### config.mk
export PLATFORM = sky130hd
export DESIGN_NAME = code_loader
export DESIGN_NICKNAME = d
export VERILOG_FILES = /design/src/rtl/code_loader.sv
export SDC_FILE = /design/constraint.sdc
export NUM_CORES = 1
export LEC_CHECK = 0
export ABC_AREA = 1
export BUFFER_PORTS_ARGS = -buffer_cell sky130_fd_sc_hd__buf_4
export CORE_MARGIN = 5
export CORE_UTILIZATION = 52
export DETAILED_ROUTE_END_ITERATION = 10
export GPL_TIMING_DRIVEN = 0
export HOLD_SLACK_MARGIN = 0.06
export PLACE_DENSITY_LB_ADDON = 0.3
export SETUP_SLACK_MARGIN = 0.4
export SLEW_MARGIN = 20
export SYNTH_ARGS = -nofsm -noshare
export SYNTH_HDL_FRONTEND = slang
export SYNTH_SLANG_ARGS = --single-unit
### constraint.sdc
create_clock -name clk -period 2.6 [get_ports clk]
set_clock_uncertainty 0.05 [all_clocks]
set_input_delay 0.26 -clock clk [delete_from_list [all_inputs] [get_ports clk]]
set_output_delay 0.26 -clock clk [all_outputs]
set_load 0.01 [all_outputs]
### src/rtl/code_loader.sv
// code_loader
// Streams a program image from a byte-wide host link into code_storage.
// The image starts with a 16-bit little-endian line count. After that come
// the words, each made of BYTES little-endian bytes, where
// BYTES = ceil(code_size/8). Each complete word produces a one-cycle write
// strobe. Lines are written in order, starting at line 0.
//
// Ports:
//   clk, reset          clock and asynchronous active-high reset
//   start               one-cycle load request (ignored while a load runs)
//   in_data/in_valid    byte stream from the host
//   in_ready            loader accepts a byte this cycle
//   is_write            one-cycle write strobe to code_storage
//   write_line          target line for the strobe (held between strobes)
//   write_data          word for the strobe (held between strobes)
//   busy                load in progress
//   done                image fully written
//   error               line count exceeded storage capacity
module code_loader #(
  parameter int code_size     = 12,
  parameter int max_code_line = 100
) (
  input  logic                 clk,
  input  logic                 reset,
  input  logic                 start,
  input  logic [7:0]           in_data,
  input  logic                 in_valid,
  output logic                 in_ready,
  output logic                 is_write,
  output logic [31:0]          write_line,
  output logic [code_size-1:0] write_data,
  output logic                 busy,
  output logic                 done,
  output logic                 error
);

  localparam int BYTES = (code_size + 7) / 8;
  localparam int IDX_W = (BYTES > 1) ? $clog2(BYTES) : 1;
  localparam int BUF_W = BYTES * 8;
  localparam int CAP   = max_code_line + 1;

  typedef enum logic [2:0] {
    IDLE, LEN_LO, LEN_HI, DATA, FINISH, DONE, ERROR
  } state_t;

  state_t             state;
  logic [7:0]         len_lo;
  logic [15:0]        len;
  logic [15:0]        word_cnt;
  logic [IDX_W-1:0]   byte_idx;
  logic [BUF_W-1:0]   word_buf;
  logic [BUF_W-1:0]   next_buf;
  logic [15:0]        len_new;
  logic               accept;
  logic               last_byte;

  assign in_ready  = (state == LEN_LO) || (state == LEN_HI) || (state == DATA);
  assign busy      = in_ready || (state == FINISH);
  assign done      = (state == DONE);
  assign error     = (state == ERROR);
  assign accept    = in_valid && in_ready;
  assign last_byte = (byte_idx == IDX_W'(BYTES - 1));
  assign len_new   = {in_data, len_lo};

  // Word buffer with the incoming byte dropped into its slot. When the last
  // byte of a word arrives, this value is the word that gets written.
  always_comb begin
    next_buf = word_buf;
    for (int i = 0; i < BYTES; i++) begin
      if (byte_idx == IDX_W'(i)) next_buf[i*8 +: 8] = in_data;
    end
  end

  always_ff @(posedge clk or posedge reset) begin
    if (reset) begin
      state      <= IDLE;
      len_lo     <= '0;
      len        <= '0;
      word_cnt   <= '0;
      byte_idx   <= '0;
      word_buf   <= '0;
      is_write   <= 1'b0;
      write_line <= '0;
      write_data <= '0;
    end else begin
      is_write <= 1'b0;
      case (state)
        IDLE, DONE, ERROR: begin
          if (start) begin
            state    <= LEN_LO;
            word_cnt <= '0;
            byte_idx <= '0;
            word_buf <= '0;
          end
        end
        LEN_LO: begin
          if (accept) begin
            len_lo <= in_data;
            state  <= LEN_HI;
          end
        end
        LEN_HI: begin
          if (accept) begin
            len <= len_new;
            if (len_new == 16'd0)                   state <= DONE;
            else if (32'(len_new) > 32'(CAP))       state <= ERROR;
            else                                    state <= DATA;
          end
        end
        DATA: begin
          if (accept) begin
            word_buf <= next_buf;
            if (last_byte) begin
              byte_idx   <= '0;
              is_write   <= 1'b1;
              write_line <= {16'd0, word_cnt};
              // Bits above code_size in the top byte are dropped here.
              write_data <= next_buf[code_size-1:0];
              word_cnt   <= word_cnt + 16'd1;
              // len is at least 1 in DATA, so len-1 cannot wrap.
              if (word_cnt == len - 16'd1) state <= FINISH;
            end else begin
              byte_idx <= byte_idx + IDX_W'(1);
            end
          end
        end
        FINISH:  state <= DONE;
        default: state <= IDLE;
      endcase
    end
  end

endmodule

==> results.ini <==
[status]
status = complete, no violations

[routing]
drt.antenna.violating_nets = 0
drt_iter0_drc = 185
drt-wirelength-per-cell_um = 14.3
viasPerCell = 5.12
vias = 3984
drcViolationCount = 0
wl_mm = 11.2
first_pass_iters = 5

[sta]
rsz0062_at_grt = no
hold_violations = 0
max_freq_ghz = 0.504
whs_ns = 0.179
setup_viol = 0
fin_crit_sh_pct = 76.3
fin_setup_tns_ns = 0
fin_crit_ns = 1.98
slew_viol_final = 0

[power_and_ir_drop]
comb_power_share_pct = 46.5
powerDensity_nw_per_um2 = 972
switching_share_pct = 44.6
ir_drop_mv = 0.506
power_frac_seq_pct = 36.5
pwr-share-clk_pct = 17.0
switching_power_mw = 2.37
cellLeakagePower_nw = 2.66
p_int_mw = 2.95

[global_routing]
antenna_found_initial = 0
grt_usage_pct = 20.9
grt_max_degree = 35
overflow = 0
grt_pass1_wl_mm = 18.9
grt_pass1_vias = 3944

[worst_hold_path]
hold_depth = 3
hold_path_class = in2reg
min-delay-start = in_data[7]
hold_end = len_lo[7]

[critical_path]
crit_arrival_ns = 2.20
cp_slowest_cell = dfrtp_1
worstPathMaxFanout = 5
path_cells = inv_2 > ha_2 > nand2_2 > nor2_4 > nand2_1 > nand2_1 > nand2_1 > nor2_1 > nand2_1 > nor2_1 > nand2_1 > nand2_2 > nand2_1 > nand2_1 > nand2_1
timing.setup.critical_path_class = reg2reg
crit_path_end_kind = flop
crit_top_cell = nand2_1
critPathMaxStageDelay_ns = 0.43
critPathRequiredTime_ns = 2.82
startpoint_type = flop
r2r_setup_slack_ns = 0.62
r2r_start = len[0]
rr_worst_depth = 15
r2r_end = state[1]
crit_start = len[0]

[clock_tree]
cts_tree = built
cts.htree.levels = 3
numCtsBuffers = 9
clock_latency_ns = 0.37
clk_pin_slew_ns = 0.09
root_buffer = clkbuf_8
cts_buffer_depth = 2
clock-sinks = 85

[placement]
place_congestion = 0.922
port-buffer-count = 44
dp_hpwl_mm = 8.66

[layout]
diodes = 0
n_fill_cell = 752
synthToLayoutAreaGrowth_pct = 17.1
drive_gt1_share_pct = 19.6
layout.nets = 679

[synthesis]
syn_inst = 589
yosysSeqAreaShare_pct = 45.5
synth.avg_cell_area_um2 = 7.93
synth-warning-count = 0
synth_area_um2 = 4670
ys_seq_elements = 85
synth_cell_types = 38

[floorplanning]
coreArea_um2 = 8720
io-pin-count = 61
start_util_pct = 53.6
die_h_um = 105
std_cell_rows = 34
dieWidth_um = 105
dieArea_um2 = 11000

[flow_run]
maxCapViolations = 0

[per-layer routing]
metal	track usage (%)	share of wire, %	up-vias	wire length, um
met1	27.1	45	1858	4980
met5	0	0	-	0
met3	4.38	4.2	16	473
met4	5.66	1.5	0	168
li1	-	-	2001	-
met2	35.5	50	109	5530
[state kept, by name (all words and copies together) (netlist names)]
name	cells
write_data	12
word_cnt	16
write_line	16
word_buf	12
state	3
byte_idx	1
len_lo	8
is_write	1
len	16
[final cells by class]
class / count / area [um^2] / share of cell area, %
Sequential cell: 85 / 2130 / 38.9
Clock buffer: 10 / 138 / 2.52
Timing Repair Buffer: 50 / 403 / 7.36
Tap cell: 108 / 135 / 2.47
Buffer: 38 / 243 / 4.44
Multi-Input combinational cell: 425 / 2160 / 39.5
Inverter: 56 / 214 / 3.91
Clock inverter: 6 / 52.6 / 0.960
[through the flow]
stage               utilization, %  total power [mW]  std cells  setup WS (ns)  instance area, um^2
floorplan                        -              3.71        604          0.845                 4730
global placement              59.6              4.29        756          0.545                 5200
detailed placement            60.1              4.38        758          0.479                 5240
CTS                           62.4              5.29        775          0.465                 5440
global route                  62.7              5.76        778          0.410                 5470
finish                        62.7              5.32        778          0.616                 5470
[synthesized netlist by cell type]
master	count	area, um^2
xor2_1	18	158
and2_1	1	6.26
o21ai_2	1	8.76
xnor2_1	9	78.8
nand2_4	1	11.3
a31oi_1	1	6.26
clkbuf_2	2	10.0
nor2_4	4	45.0
a211oi_2	1	12.5
nor3_1	8	40.0
o22ai_1	1	6.26
inv_2	5	18.8
nor2_2	5	31.3
nand4_1	5	31.3
buf_6	3	33.8
conb_1	1	3.75
nand3_1	19	95.1
inv_1	51	191
o31ai_1	7	52.6
buf_2	9	45.0
dfrtp_1	85	2130
o211ai_1	3	22.5
nand3_4	1	17.5
nand2_1	182	683
buf_4	17	128
nand3b_1	5	37.5
nor2_1	46	173
o21ai_1	7	35.0
o31ai_4	1	21.3
nand2_2	2	12.5
o21ai_0	63	315
a21oi_1	3	15.0
o21bai_1	1	7.51
clkbuf_1	7	26.3
mux2_1	2	22.5
and3_1	1	6.26
ha_1	2	25.0
o31ai_2	9	113
[kinds of logic (layout without fill, tap and decap cells)]
logic type | after synthesis | in the layout | synth area share (%)
buf+inv | 94 | 160 | 9.69
xor+xnor | 27 | 27 | 5.06
fa+ha+maj | 2 | 2 | 0.535
simple gates | 280 | 280 | 25.5
flops | 85 | 85 | 45.5
compound gates | 98 | 98 | 13.2
mux | 2 | 2 | 0.482
other cells | 1 | 16 | 0.0802
[critical path: cells and delay by family, from the launching register on]
family,cells,cell delay [ns]
simple gates,13,1.12
flops,1,0.43
fa+ha+maj,1,0.20
buf+inv,1,0.09
[timing repair]
action | CTS | global route
hold buffers | 1 | 0
resized for setup | 0 | 5
setup buffers | 0 | 3
endpoints found under the hold margin | 18 | 0
setup endpoints to repair | 0 | 3
[worst max-delay path by stage]
stage,cells past startpoint,end,slack (ns)
global placement,13,state[0],0.55
CTS,13,state[0],0.47
finish,15,state[1],0.62
global route,12,state[0],0.41
detailed placement,13,state[0],0.48
floorplan,15,state[2],0.85
[power by group through the flow]
stage	Sequential [mW]	Clock [mW]	Combinational [mW]
6_report	1.94	0.904	2.47
5_1_grt	1.99	0.988	2.78
4_1_cts	1.94	0.923	2.43
3_5_place_dp	1.96	0	2.42
3_3_place_gp	1.95	0	2.34
2_1_floorplan	1.91	0	1.80
[cells in the final DEF (no fill, tap or decap), drive strengths merged]
cell type,n
a21oi,3
clkbuf,19
nor3,8
o31ai,17
nand2,185
xor2,18
nand3b,5
dlygate4sd3,1
dfrtp,85
o211ai,3
a211oi,1
nor2,55
o21ai,71
inv,58
nand3,20
buf,78
and2,1
ha,2
and3,1
mux2,2
a31oi,1
xnor2,9
o21bai,1
nand4,5
clkinvlp,3
clkinv,1
o22ai,1
conb,16
No activity file was read; power rests on OpenSTA's default activity.
